**config.mk**
```make
export PLATFORM = sky130hd
export DESIGN_NAME = reg_file_mp
export DESIGN_NICKNAME = d
export VERILOG_FILES = /design/src/rtl/reg_file_mp.sv
export SDC_FILE = /design/constraint.sdc
export NUM_CORES = 1
export LEC_CHECK = 0
export ABC_AREA = 0
export CAP_MARGIN = 20
export CORE_ASPECT_RATIO = 0.6
export CORE_MARGIN = 2
export CORE_UTILIZATION = 45
export DETAILED_ROUTE_END_ITERATION = 12
export DONT_BUFFER_PORTS = 1
export GPL_TIMING_DRIVEN = 0
export HOLD_SLACK_MARGIN = 0.06
export PLACE_DENSITY = 0.68
export SYNTH_ARGS = -nofsm -noshare
export SYNTH_HDL_FRONTEND = slang
export SYNTH_SLANG_ARGS = --single-unit
```
**constraint.sdc**
```tcl
create_clock -name clk -period 4.2 [get_ports clk]
set_clock_uncertainty 0.2 [all_clocks]
set_input_delay 0.21 -clock clk [delete_from_list [all_inputs] [get_ports clk]]
set_output_delay 0.21 -clock clk [all_outputs]
set_load 0.01 [all_outputs]
```
**src/rtl/reg_file_mp.sv**
```systemverilog
// Multi-read-port register file with hardwired zero, post-reset clear and a0 debug tap.
// Latency: 1 cycle read (registered dout), a0 follows post-write value 1 cycle after the write edge.
// Backpressure: none; writes are dropped and outputs held at 0 while init_busy is high.
//
// Ports:
//   clk, rst           clock, synchronous active-high reset
//   wr_en/wr_addr/din  single write port (ignored while clearing)
//   rd_addr / dout     NUM_RD packed read indices / packed registered read data
//   init_busy          high while the clear sequencer walks the array
//   a0                 registered mirror of entry DBG_ADDR
//
// Optional feature macro: REGFILE_BYPASS_EN (write-first forwarding on read/write collision;
// read-first when undefined).
module reg_file_mp #(
  parameter int ADDRESS_WIDTH = 5,
  parameter int DATA_WIDTH    = 32,
  parameter int NUM_RD        = 2,
  parameter int ZERO_REG      = 1,
  parameter int DBG_ADDR      = 10
) (
  input  logic                            clk,
  input  logic                            rst,
  input  logic                            wr_en,
  input  logic [ADDRESS_WIDTH-1:0]        wr_addr,
  input  logic [DATA_WIDTH-1:0]           din,
  input  logic [NUM_RD*ADDRESS_WIDTH-1:0] rd_addr,
  output logic [NUM_RD*DATA_WIDTH-1:0]    dout,
  output logic                            init_busy,
  output logic [DATA_WIDTH-1:0]           a0
);

  localparam int AW    = ADDRESS_WIDTH;
  localparam int DW    = DATA_WIDTH;
  localparam int DEPTH = 1 << AW;
  localparam logic [AW-1:0] LAST_IDX = AW'(DEPTH - 1);
  localparam logic [AW-1:0] DBG_IDX  = AW'(DBG_ADDR);
  localparam bit ZERO_EN = (ZERO_REG != 0);

  typedef enum logic {S_INIT, S_RUN} state_t;

  state_t          state;
  state_t          state_nxt;
  logic            run;
  logic [AW-1:0]   clr_ptr;
  logic [DW-1:0]   mem [DEPTH];
  logic            wr_drop;
  logic            wr_fire;
  logic [DW-1:0]   rd_val [NUM_RD];
  logic [DW-1:0]   a0_nxt;

  // State register
  always_ff @(posedge clk) begin
    if (rst) state <= S_INIT;
    else     state <= state_nxt;
  end

  // Next-state logic: leave INIT on the edge that clears the last entry
  always_comb begin
    state_nxt = state;
    case (state)
      S_INIT:  if (clr_ptr == LAST_IDX) state_nxt = S_RUN;
      S_RUN:   state_nxt = S_RUN;
      default: state_nxt = S_INIT;
    endcase
  end

  // Output decode
  always_comb begin
    init_busy = (state == S_INIT);
    run       = (state == S_RUN);
  end

  // Clear pointer walks every entry once per INIT pass
  always_ff @(posedge clk) begin
    if (rst)       clr_ptr <= '0;
    else if (!run) clr_ptr <= clr_ptr + 1'b1;
  end

  // Writes to x0 are discarded when it is hardwired; such writes are also never forwarded
  always_comb begin
    wr_drop = ZERO_EN && (wr_addr == '0);
    wr_fire = run && wr_en && !wr_drop;
  end

  // Storage: no reset on the array itself, it is cleared by the sequencer instead
  always_ff @(posedge clk) begin
    if (!rst) begin
      if (!run)         mem[clr_ptr] <= '0;
      else if (wr_fire) mem[wr_addr] <= din;
    end
  end

  // Per-port read mux; zero-register override is applied last so it wins over forwarding
  always_comb begin
    for (int k = 0; k < NUM_RD; k++) begin
      rd_val[k] = mem[rd_addr[k*AW +: AW]];
`ifdef REGFILE_BYPASS_EN
      if (wr_fire && (rd_addr[k*AW +: AW] == wr_addr)) rd_val[k] = din;
`endif
      if (ZERO_EN && (rd_addr[k*AW +: AW] == '0)) rd_val[k] = '0;
    end
  end

  // a0 always shows the post-write value so a write is visible after one edge, not two
  always_comb begin
    a0_nxt = mem[DBG_IDX];
    if (wr_fire && (wr_addr == DBG_IDX)) a0_nxt = din;
    if (ZERO_EN && (DBG_IDX == '0))      a0_nxt = '0;
  end

  // Registered outputs, held at 0 through reset and the clear pass
  always_ff @(posedge clk) begin
    if (rst || !run) begin
      dout <= '0;
      a0   <= '0;
    end else begin
      for (int k = 0; k < NUM_RD; k++) dout[k*DW +: DW] <= rd_val[k];
      a0 <= a0_nxt;
    end
  end

endmodule

```
==> summary.md <==
| Metric | Value |
|---|---|
| Mapped Cells | `2815` |
| PwrDens | `402 mW/mm^2` |
| Final Slew Violations | `0` |
| Rows | `93` |
| CTS tree | `done` |
| R2r worst-path depth | `8` |
| Slew margin rel. | `17.7%` |
| Busiest metal layer after global routing | `met1` |
| Cell Count, Final, Fillers Out | `4554` |
| Hold Crit Depth | `3` |
| Worst-Skew Late Latency | `0.76 ns` |
| Synthesis-to-layout area growth | `14.7%` |
| Antenna viol nets, final | `0` |
| First drt pass iteration count | `6` |
| Largest stage delay on the critical path | `~0.94 ns` |
| Slowest-stage cell, CP | `clkbuf_1` |
| Crit path cell chain | `nor2b_1 -> clkbuf_2 -> and4b_1 -> clkbuf_1 -> clkbuf_1 -> a22oi_1 -> nand3_1 -> a21o_1` |
| CP top delay family | `buffers and inverters` |
| M3 GR Usage | `between 9 and 10%` |
| Setup WS pre-CTS | `-0.0272 ns` |
| Met2 Usage GRT | `around two fifths` |
| Core Region | `0.107 sq mm` |
| Final HPWL DP | `116 mm` |
| Initial antenna violation count | `1` |
| CP max FO | `10` |
| Crit. End Element | `flip-flop` |
| NumNets Final | `3099` |
| EDFF count, synth | `992` |
| Most frequent cell after synthesis | `edfxtp_1` |
| YS warnings | `0` |
| Port bufs | `0` |
| Worst-margin pin slew | `1.23 ns` |
| Top cells by area, synth | `edfxtp_1 (61%), mux4_2 (15%), mux2i_1 (6.1%), a22oi_1 (4.4%), dfxtp_1 (4.2%)` |
| Routed WL per cell | `35.0 um` |
| Die X | `between 400 and 500 um` |
| Placed cells | `approximately 4300` |
| Die Span Y | `259 um` |
| Vias per inst | `6.79` |
| GRT Residual Overflow | `0` |
| Starting density of the core | `45.4%` |
| Synth cell count leaders | `edfxtp_1 (992), mux4_2 (320), mux2i_1 (294)` |
| Startpoint types | `flip-flop` |
| Top cell type's share of synthesized area | `61.3%` |
| Failing checks | `setup timing` |
| Die ar. | `0.111 sq mm` |
| Largest net degree at the start of global routing | `32` |
| Clock transition at the registers of the reported paths | `0.06 ns` |
| Vias in the first global route | `30800` |
| Buffers and inverters on the worst path | `3` |
| DRC violations left | `0` |
| Unique masters post-synth | `40` |
| Min cycle time layout | `4.22 ns` |
| Fin util | `52.0%` |
| Cell mode on critical path | `clkbuf_1` |
| Crit. path cell count | `8` |
| Syn nets | `2867` |
| Synth Register Bits | `~1100` |
| CP arrival | `4.69 ns` |
| Min-Delay Path Class | `input port to flip-flop` |
| FILL cells | `~8500` |
| CTS Root Cell | `clkbuf_16` |
| Gpl congestion | `0.922` |
| Clock sink count | `about 1100` |
| Postcts setup bufs | `0` |
| Final wirelength | `160 mm` |
| Sequential fraction of the synthesis area | `65.5%` |
| GRT Total Usage | `28.5%` |
| Critical path class | `flip-flop to flip-flop` |
| Inserted Clock Buffers | `100` |
| Peak supply drop | `313 uV` |
| TNS Setup | `-0.0198 ns` |
| Layout cells sized above 1 | `21.6%` |
| RSZ-0062 raised after global routing | `no` |
| Global-route wire length before repair | `between 200 and 250 mm` |
| Max-cap violations | `0` |
| Final setup viols | `2` |
| Synthesized cell area | `0.0486 sq mm` |
| Final worst slack | `-0.0163 ns` |
| Cell taking the most area after synthesis | `edfxtp_1` |
| Post-synth ARST share | `0%` |
| I/O pin count | `147` |
| Synth Area per Inst | `17.3 sq um` |
| DR iter-0 viols | `between 5000 and 6000` |
| Met1 Use GR | `a little over two fifths` |
| Vias | `roughly 31000` |
| Leak pwr | `between 15 and 20 nW` |
| Status | `finished with violations` |
| CTS Buffer Depth | `3` |
| Critical Path RT | `around 4.7 ns` |
| Htree depth | `3` |
| Total power | `around 22 mW` |
| Top FF cell, synth | `edfxtp_1` |
| Fmax | `237 MHz` |
| Final Hold Fails | `0` |
| Fin crit share | `100%` |
## cell families (layout without fill, tap and decap cells)
group / Yosys count / count (layout) / synth area share (%)
other: 0 / 1 / 0
xor gates and xnor gates: 3 / 3 / 0.0540
DFF: 1094 / 1094 / 65.5
adders and majority gates: 2 / 2 / 0.0515
and+or+nand+nor: 342 / 342 / 3.42
AOI/OAI and AO/OA: 430 / 430 / 6.45
buffers and inverters: 267 / 580 / 2.23
muxes: 677 / 677 / 22.3
## layout by cell type (no fill, tap or decap), types with 3 or more instances in the layout
cell type      instances
edfxtp_1             992
mux4_2               320
mux2i_1              294
a22oi_1              287
clkbuf_1             169
dfxtp_1              102
clkbuf_16            100
nand2_1               98
nand3_1               96
dlygate4sd3_1         69
mux2_2                63
nor2b_1               40
inv_1                 38
buf_2                 37
buf_1                 37
nor3_1                35
a31oi_1               34
a21o_1                33
o21ai_0               33
a221oi_1              31
nor2_4                30
buf_12                27
clkinv_2              24
buf_8                 21
nor2_1                15
buf_6                 10
clkbuf_8               9
bufinv_16              9
clkinv_1               8
buf_16                 6
a32oi_1                5
nor4_1                 4
nor3b_1                4
and3_1                 3
and4_1                 3
and4b_1                3
and2_1                 3
clkinvlp_4             3
clkinv_4               3
clkinv_16              3
## cell type report
class	count	area [sq um]	share of cell area, %
sequential	1094	31800	57.1
multi-input combinational	1454	15900	28.6
clock buffer	128	2700	4.84
tap	1425	1780	3.20
timing repair buffer	130	1780	3.19
buffer	228	938	1.68
clock inverter	55	641	1.15
inverter	39	146	0.263
antenna	1	2.50	0.00449
## repair_timing
item                                    CTS  global route
hold endpoints to repair                642             0
resized for setup                         1             0
hold buffers                             69             0
endpoints found under the setup margin   13             0
## final timing paths
kind / start / endpoint / slack [ns]
hold / removal: din[29] / a0[29] / 0.09
setup / recovery: run / dout[39] / -0.02
hold reg to reg: mem[10][21] / a0[21] / 0.38
setup reg to reg: run / dout[39] / -0.02
## registers in the layout, summed over array words and instances (netlist names)
register and count:
mem 992, dout 64, a0 32, clr_ptr 5
run 1
## metrics by stage
step	instance area [sq um]	hold slack [ns]
final	55800	0.0909
after global routing	55800	0.0922
after CTS	55400	0.0646
after detailed placement	51400	0.186
after global placement	50400	0.183
after floorplan	48600	0.172
## report_power, final
group          switching (mW)  internal, mW
clock                    4.31          5.15
sequential             0.0243          11.7
combinational           0.721         0.458
total                    5.05          17.3
## per-layer routing
| layer | share of wire (%) | wire, um |
|---|---|---|
| met5 | 0 | 0 |
| met4 | 3.5 | 5660 |
| met3 | 15 | 23700 |
| met2 | 42 | 66600 |
| met1 | 40 | 63600 |
## worst register-to-register path, cell delays in order (launching register included)
cell and delay, ns:
dfxtp_1 0.36, nor2b_1 0.76, clkbuf_2 0.60, and4b_1 0.29, clkbuf_1 0.30, clkbuf_1 0.94
a22oi_1 0.27, nand3_1 0.32, a21o_1 0.13
Note: power is estimated with default switching activity, not from simulation.
